--- config.mk ---
export PLATFORM = sky130hd
export DESIGN_NAME = coin_accumulator
export DESIGN_NICKNAME = d
export VERILOG_FILES = /design/src/rtl/coin_accumulator.sv
export SDC_FILE = /design/constraint.sdc
export NUM_CORES = 1
export LEC_CHECK = 0
export ABC_CLOCK_PERIOD_IN_PS = 7200
export CORE_UTILIZATION = 55
export CTS_CLUSTER_SIZE = 20
export DETAILED_ROUTE_END_ITERATION = 10
export GPL_TIMING_DRIVEN = 0
export MAX_ROUTING_LAYER = met4
export PLACE_DENSITY_LB_ADDON = 0.12
export SETUP_SLACK_MARGIN = 0.1
export SYNTH_ARGS = -nofsm -noshare
export SYNTH_HDL_FRONTEND = slang
export SYNTH_SLANG_ARGS = --single-unit
--- constraint.sdc ---
create_clock -name Clock -period 7.2 [get_ports Clock]
set_clock_uncertainty 0.1 [all_clocks]
set_input_delay 0.72 -clock Clock [delete_from_list [all_inputs] [get_ports Clock]]
set_output_delay 0.72 -clock Clock [all_outputs]
set_load 0.05 [all_outputs]
--- src/rtl/coin_accumulator.sv ---
// coin_accumulator: multi-denomination payment accumulator with vend/change handshake.
// Optional cancel/refund path enabled by defining COIN_ACC_REFUND_EN.
module coin_accumulator #(
    parameter int                    NCH    = 3,
    parameter int                    VAL_W  = 19,
    parameter int                    CNT_W  = 9,
    parameter logic [NCH*VAL_W-1:0]  DENOMS = {19'd5000, 19'd2000, 19'd1000}
) (
    input  logic                   Clock,
    input  logic                   Reset,
    input  logic                   Start,
    input  logic [VAL_W-1:0]       Price,
    input  logic [NCH-1:0]         Pulse,
`ifdef COIN_ACC_REFUND_EN
    input  logic                   Cancel,
`endif
    input  logic                   Vend_ack,
    output logic                   Busy,
    output logic                   Vend_valid,
    output logic                   Refund,
    output logic [VAL_W-1:0]       Change,
    output logic [VAL_W-1:0]       Total,
    output logic [NCH*CNT_W-1:0]   Counts,
    output logic                   Overflow
);

    // Extra headroom so the raw sum of every channel plus the total cannot wrap.
    localparam int SUM_W = VAL_W + $clog2(NCH + 1);

    typedef enum logic [1:0] {
        S_IDLE,
        S_COLLECT,
        S_VEND
    } state_t;

    state_t                 r_state;
    logic [VAL_W-1:0]       r_price;
    logic [VAL_W-1:0]       r_total;
    logic [NCH*CNT_W-1:0]   r_counts;
    logic                   r_ovf;
    logic [VAL_W-1:0]       r_change;
    logic                   r_refund;

    state_t                 w_state_nxt;
    logic [VAL_W-1:0]       w_price_nxt;
    logic [VAL_W-1:0]       w_total_nxt;
    logic [NCH*CNT_W-1:0]   w_counts_nxt;
    logic                   w_ovf_nxt;
    logic [VAL_W-1:0]       w_change_nxt;
    logic                   w_refund_nxt;

    logic [SUM_W-1:0]       w_sum;
    logic                   w_tot_sat;
    logic [VAL_W-1:0]       w_total_new;
    logic [NCH*CNT_W-1:0]   w_counts_new;
    logic                   w_cnt_sat;
    logic                   w_cancel;

`ifdef COIN_ACC_REFUND_EN
    assign w_cancel = Cancel;
`else
    assign w_cancel = 1'b0;
`endif

    // Credit every pulsed channel this cycle and saturate the result.
    always_comb begin
        w_sum = SUM_W'(r_total);
        for (int i = 0; i < NCH; i++) begin
            if (Pulse[i]) begin
                w_sum = w_sum + SUM_W'(DENOMS[i*VAL_W +: VAL_W]);
            end
        end
        w_tot_sat   = (w_sum > SUM_W'({VAL_W{1'b1}}));
        w_total_new = w_tot_sat ? {VAL_W{1'b1}} : w_sum[VAL_W-1:0];
    end

    // Per-channel counters that hold at all-ones instead of wrapping.
    always_comb begin
        w_counts_new = r_counts;
        w_cnt_sat    = 1'b0;
        for (int i = 0; i < NCH; i++) begin
            if (Pulse[i]) begin
                if (&r_counts[i*CNT_W +: CNT_W]) begin
                    w_cnt_sat = 1'b1;
                end else begin
                    w_counts_new[i*CNT_W +: CNT_W] =
                        r_counts[i*CNT_W +: CNT_W] + CNT_W'(1);
                end
            end
        end
    end

    // Transaction FSM: next state and next register values.
    always_comb begin
        w_state_nxt  = r_state;
        w_price_nxt  = r_price;
        w_total_nxt  = r_total;
        w_counts_nxt = r_counts;
        w_ovf_nxt    = r_ovf;
        w_change_nxt = r_change;
        w_refund_nxt = r_refund;
        unique case (r_state)
            S_IDLE: begin
                if (Start) begin
                    w_state_nxt  = S_COLLECT;
                    w_price_nxt  = Price;
                    w_total_nxt  = '0;
                    w_counts_nxt = '0;
                    w_ovf_nxt    = 1'b0;
                    w_change_nxt = '0;
                end
            end
            S_COLLECT: begin
                w_total_nxt  = w_total_new;
                w_counts_nxt = w_counts_new;
                w_ovf_nxt    = r_ovf | w_tot_sat | w_cnt_sat;
                if (w_cancel) begin
                    w_state_nxt  = S_VEND;
                    w_change_nxt = w_total_new;
                    w_refund_nxt = 1'b1;
                end else if (w_total_new >= r_price) begin
                    w_state_nxt  = S_VEND;
                    w_change_nxt = w_total_new - r_price;
                    w_refund_nxt = 1'b0;
                end
            end
            S_VEND: begin
                if (Vend_ack) begin
                    w_state_nxt = S_IDLE;
                end
            end
            default: begin
                w_state_nxt = S_IDLE;
            end
        endcase
    end

    // State and datapath registers, cleared asynchronously.
    always_ff @(posedge Clock or posedge Reset) begin
        if (Reset) begin
            r_state  <= S_IDLE;
            r_price  <= '0;
            r_total  <= '0;
            r_counts <= '0;
            r_ovf    <= 1'b0;
            r_change <= '0;
            r_refund <= 1'b0;
        end else begin
            r_state  <= w_state_nxt;
            r_price  <= w_price_nxt;
            r_total  <= w_total_nxt;
            r_counts <= w_counts_nxt;
            r_ovf    <= w_ovf_nxt;
            r_change <= w_change_nxt;
            r_refund <= w_refund_nxt;
        end
    end

    assign Busy       = (r_state != S_IDLE);
    assign Vend_valid = (r_state == S_VEND);
    assign Refund     = r_refund;
    assign Change     = r_change;
    assign Total      = r_total;
    assign Counts     = r_counts;
    assign Overflow   = r_ovf;

endmodule

After elaboration in Yosys (flattened, before gate mapping)
Cells that the tools add are included.
- register bits: 87
- bits in latches: 0
- memory bits (writable): 0
- bits in read-only memories: 0
- bits of input ports: 26
- memories: 0
- add/sub/neg operators: 7
- multipliers: 0
- divide/modulo/power cells: 0
- order comparisons: 2
- eq/ne operators: 11
- shifts and indexed selects: 0
- multiplexer cells: 28
- bitwise gates (word level): 2
- reductions and logical operators: 13
- operator list (operator ; count):
    $pmux W19 S2 ; 2
    $mux W19 ; 3
    $mux W9 ; 6
    $pmux W27 S2 ; 1
    $mux W21 ; 2
    $add A9 B1 Y9 const B ; 3
    $mux W27 ; 1
    $reduce_and A9 Y1 ; 3
    $add A21 B11 Y21 const B ; 1
    $add A21 B13 Y21 const B ; 1
    $gt A21 B19 Y1 const B ; 1
    $add A19 B10 Y20 const B ; 1
    $mux W20 ; 1
    $ge A19 B19 Y1 ; 1
    $sub A19 B19 Y19 ; 1
    $ne A2 B2 Y1 const B ; 9
    $reduce_and A4 Y1 ; 3
    $mux W1 ; 7
    $mux W2 ; 3
    $pmux W2 S3 ; 1
    $reduce_and A3 Y1 ; 2
    $reduce_and A2 Y1 ; 2
    $reduce_bool A2 Y1 ; 2
    $eq A2 B1 Y1 const B ; 1
    other kinds (4) ; 5

Logic depth before layout (Yosys ltp)
- depth in word-level cells: 11
- depth in mapped cells: 25
- mapped depth without buffers: 24

Worst setup path after synthesis
OpenSTA, ideal clock, no wires.
- path kind: reg-to-reg
- start: register r_total[3] (netlist: Total[3])
- end: register r_state[1]
- library setup time: 0.158 ns
- data arrival time: 5.945 ns
- data required time: 6.942 ns
- setup slack: 0.997 ns
- cell stages (with the launch flop): 24
- clock period less this slack: 6.203 ns
- path through: dfrtp_1 -> ha_1 -> buf_2 -> nor4b_2 -> xnor2_1 -> nand3_1 -> or4_4 -> and2_4 -> nor3b_4 -> xnor2_4 -> o41a_4 -> buf_6 -> nand2_2 -> ha_1 -> a21o_1 -> a21o_1 -> a21oi_1 -> a311oi_1 -> a311oi_1 -> o2111ai_1 -> a21oi_1 -> nand2b_1 -> clkbuf_1 -> o21ai_0
- cells in the longest elaborated chain, start to end: 11
- ends and longest elaborated chain (what ; RTL line ; text):
    start, declared ; 38 ; logic [VAL_W-1:0] r_total;
    start signal, assigned ; 151 ; r_total <= w_total_nxt;
    $add A19 B10 Y20 ; 70 ; w_sum = w_sum + SUM_W'(DENOMS[i*VAL_W +: VAL_W]);
    $mux W20 (*) ; 69 ; if (Pulse[i]) begin
    $add A21 B11 Y21 ; 70 ;
    $mux W21 (*) ; 69 ;
    $add A21 B13 Y21 ; 70 ;
    $mux W21 (*) ; 69 ;
    $gt A21 B19 Y1 ; 73 ; w_tot_sat = (w_sum > SUM_W'({VAL_W{1'b1}}));
    $mux W19 (*) ; 74 ; w_total_new = w_tot_sat ? {VAL_W{1'b1}} : w_sum[VAL_W-1:0];
    $ge A19 B19 Y1 (*) ; 121 ; end else if (w_total_new >= r_price) begin
    $ne A2 B2 Y1 (no source line) (*) ; n/a ;
    $reduce_and A3 Y1 (no source line) (*) ; n/a ;
    end signal, assigned ; 149 ; r_state <= w_state_nxt;
    end, declared ; 36 ; state_t r_state;
Every way passes the cells marked *; elsewhere a longest branch is shown, timed or not.
A chain may end at the register's enable or synchronous reset.

Final worst setup path
- start: register r_total[3] (netlist: Total[3])
- end: register r_change[3] (netlist: Change[3])
- cells in the longest elaborated chain, start to end: 11
- ends and longest elaborated chain (what ; RTL line ; text):
    $add A19 B10 Y20 ; 70 ;
    $mux W20 (*) ; 69 ;
    $add A21 B11 Y21 ; 70 ;
    $mux W21 (*) ; 69 ;
    $add A21 B13 Y21 ; 70 ;
    $mux W21 (*) ; 69 ;
    $gt A21 B19 Y1 ; 73 ;
    $mux W19 (*) ; 74 ;
    $sub A19 B19 Y19 or $ge A19 B19 Y1 (tied branches) ; 123, 121 ;
    $mux W19 or $ne A2 B2 Y1 (tied branches) ; n/a ;
    $pmux W19 S2 or $reduce_and A3 Y1 (tied branches) ; n/a ;
    end signal, assigned ; 154 ; r_change <= w_change_nxt;
    end, declared ; 41 ; logic [VAL_W-1:0] r_change;
Every way passes the cells marked *; elsewhere a longest branch is shown, timed or not. The select of a mux whose other input is x is not followed.

==> metrics.csv <==
stage;metric;value;unit
outcome;status;completed;
die;Chip Width;109;um
sta;Fin. Hold Viols;0;
grt;GRT Total Usage;32.1;%
sta;post-route setup slack;0.479;ns
power;Total Power;4.29;mW
route;WL/cell;18.4;um
cells_and_area;area occupied by multi-input gates;0.00385;sq mm
grt;vias in the first global route;5610;
yosys;top cells by count, synth;nand2_1, dfrtp_1, nor2_1;
route;overall routed net length;17.5;mm
cells_and_area;Finished Core Util;71.6;%
route;Vias/cell;6.08;
die;row count;38;
route;first-pass iteration count of the detailed router;5;
critical_path;max incr delay on CP;0.58;ns
placement;Port Buffer Count;92;
sta;hold slack;0.397;ns
yosys;#FFs+latches synth;87;
clock_tree;Clock Sinks;87;
critical_path;crit path max fanout;10;
sta;Final Setup Violations;0;
critical_path;CP endpoint kind;flop;
clock_tree;Num CTS Buffers;9;
cells_and_area;Fill cells;853;
clock_tree;insertion delay of the later-clocked pin in the worst-skew pair;0.35;ns
die;total die area;0.0119;sq mm
yosys;prevailing post-synth register cell;dfrtp_1;
sta;max frequency;149;MHz
cells_and_area;layout cell share with drive strength beyond 1;8.85;%
clock_tree;Longest Clk Path Bufs;2;
yosys;Syn Nets;757;
route;Initial DRC Count;568;
grt;first-pass GRT wire length;28.3;mm
yosys;most common cell in the netlist;nand2_1;
route;DR vias;5803;
critical_path;worst-path cell chain;ha_1 > buf_2 > and4_1 > or4_1 > and3b_1 > nand2_1 > xor2_1 > o32ai_4 > a21o_1 > o41a_4 > nand2b_1 > ha_1 > nor2b_1 > o21a_1 > o21ai_1 > a211o_1 > a311oi_2 > a311oi_2 > o2111ai_1 > a21oi_1 > nand2b_1 > clkbuf_4 > mux2_2;
sta;Slew @ Worst Pin;0.779;ns
placement;Cell Area, Placed;0.00741;sq mm
clock_tree;Clk pin slew, worst setup/hold paths;0.06;ns
grt;largest net degree at the start of global routing;61;
route;DRC violations left;0;
yosys;Cell Area, Synth;0.00628;sq mm
cells_and_area;Ant. Diodes;0;
route;Routed Antenna Nets;0;
die;IO Pins;95;
sta;fin crit share;93.3;%
grt;total grt overflow;0;
critical_path;Crit path max-delay family;compound AO/OA/AOI/OAI gates;
critical_path;CP max stage cell;or4_1;
cells_and_area;FF+latch area;0.00218;sq mm
placement;Post-DP HPWL;13.2;mm
sta;post-layout minimum cycle time;6.72;ns
clock_tree;TritonCTS clock tree;built;
yosys;Async SR Flop Fraction;100;%
yosys;Synth Instances;702;
sta;Final Max Slew Viols;0;
die;initial cell density of the core;57.2;%
placement;Place WS;-0.722;ns
power;Worst VDD drop;0.000473;V
job;max_cap viols;0;
yosys;synth unique cells;82;
placement;Placer Congestion;0.943;
critical_path;Worst EP required;7.33;ns
cells_and_area;post-route cell area;0.00786;sq mm
grt;initial antenna violation count;0;
yosys;top cell type's share of synthesized area;34.6;%
clock_tree;H-tree Lvls;3;
power;Leakage;3.53;nW
critical_path;critical path startpoint category;flop;
yosys;cells taking the most area after synthesis;dfrtp_1, ha_1, nand2_1;
yosys;post-synthesis sequential area ratio;34.6;%
sta;relative slew slack;47.7;%
clock_tree;hold buffer count at cts;0;
yosys;Post-synth EDFFs;0;
clock_tree;root buffer cell;clkbuf_16;
min_path;Hold WC Path Type;reg2reg;
cells_and_area;Final Net Count;864;
critical_path;Worst EP arrival;6.85;ns
yosys;Syn Area/Cell;8.95;sq um
yosys;post-synth top area cell;dfrtp_1;
die;Core Box Area;0.0110;sq mm
power;pwr/cell area;545;mW/mm^2
critical_path;crit path kind;reg2reg;
cells_and_area;area delta synth->final;25.1;%
critical_path;CP bufs+invs;2;
yosys;YS warnings;0;
sta;RSZ-0062 raised after global routing;no;
die;Die Ht;109;um
==> timing repair <==
action,in CTS,in global routing
resized for setup,6,5
buffers inserted,1,2
pin swaps,2,1
endpoints found under the setup margin,20,20
endpoints found under the hold margin,0,0
==> cell usage in the layout (no fill, tap or decap), drive strengths merged, types with 28 or more instances in the layout <==
cell | netlist | final
a21oi | 29 | 29
clkbuf | 16 | 28
clkdlybuf4s50 | 0 | 91
dfrtp | 87 | 87
ha | 28 | 28
inv | 37 | 37
nand2 | 99 | 99
nor2 | 49 | 49
o21ai | 37 | 37
xnor2 | 37 | 37
xor2 | 31 | 31
==> routing by layer <==
layer | vias up | track usage [%] | wire, um
met5 | - | - | 0
met4 | 0 | 10.9 | 324
met3 | 29 | 6.04 | 1170
met2 | 216 | 50.4 | 8390
met1 | 2834 | 41.6 | 7640
li1 | 2724 | - | -
==> final cells by class <==
class                      count  share of cell area (%)
timing repair buffer          96                    12.4
inverter                      37                    1.80
sequential                    87                    27.7
tap                          140                    2.23
buffer                        33                    2.16
clock buffer                  11                    3.09
multi-input combinational    545                    49.0
clock inverter                 5                    1.64
==> tightest hold or removal path: stages, from the launching register on <==
cell     delay (ns)
dfrtp_1        0.35
nand2_1        0.05
nand2_1        0.06
==> final timing paths <==
path	from	to	slack, ns	depth (start not counted)
max	Total[3]	Change[3]	0.48	23
min	r_price[0]	r_price[0]	0.40	2
max reg2reg	Total[3]	Change[3]	0.48	23
min reg2reg	r_price[0]	r_price[0]	0.40	2
max in group asynchronous	Reset	Total[5]	5.78	3
min in group asynchronous	Reset	Total[2]	0.61	2
==> per-stage QoR <==
stage,cells,TNS [ns]
after floorplan,702,0
after global placement,934,-8.23
after detailed placement,935,-10.95
after CTS,952,0
after global routing,954,0
final,954,0
==> flip-flops by register name (all words and copies together) (netlist names) <==
| name | count |
|---|---|
| Change | 19 |
| r_state | 2 |
| Overflow | 1 |
| Total | 19 |
| r_price | 19 |
| Counts | 27 |
==> report_power, final <==
group	leakage, nW	switching (mW)	internal, mW
sequential	1.15	0.117	0.632
combinational	2.21	1.82	1.14
clock	0.180	0.192	0.384
==> cell families (layout without fill, tap and decap cells) <==
family | after synthesis | after routing | share of synthesized area (%)
AO/OA/AOI/OAI | 163 | 163 | 19.3
XOR/XNOR | 69 | 69 | 10.1
adder cells (fa/ha/maj) | 29 | 29 | 5.89
buffers and inverters | 70 | 182 | 4.86
flip-flops | 87 | 87 | 34.6
multiplexers | 23 | 23 | 3.74
other | 1 | 1 | 0.0597
AND/OR/NAND/NOR | 260 | 260 | 21.4
Note: power is estimated with default switching activity, not from simulation.
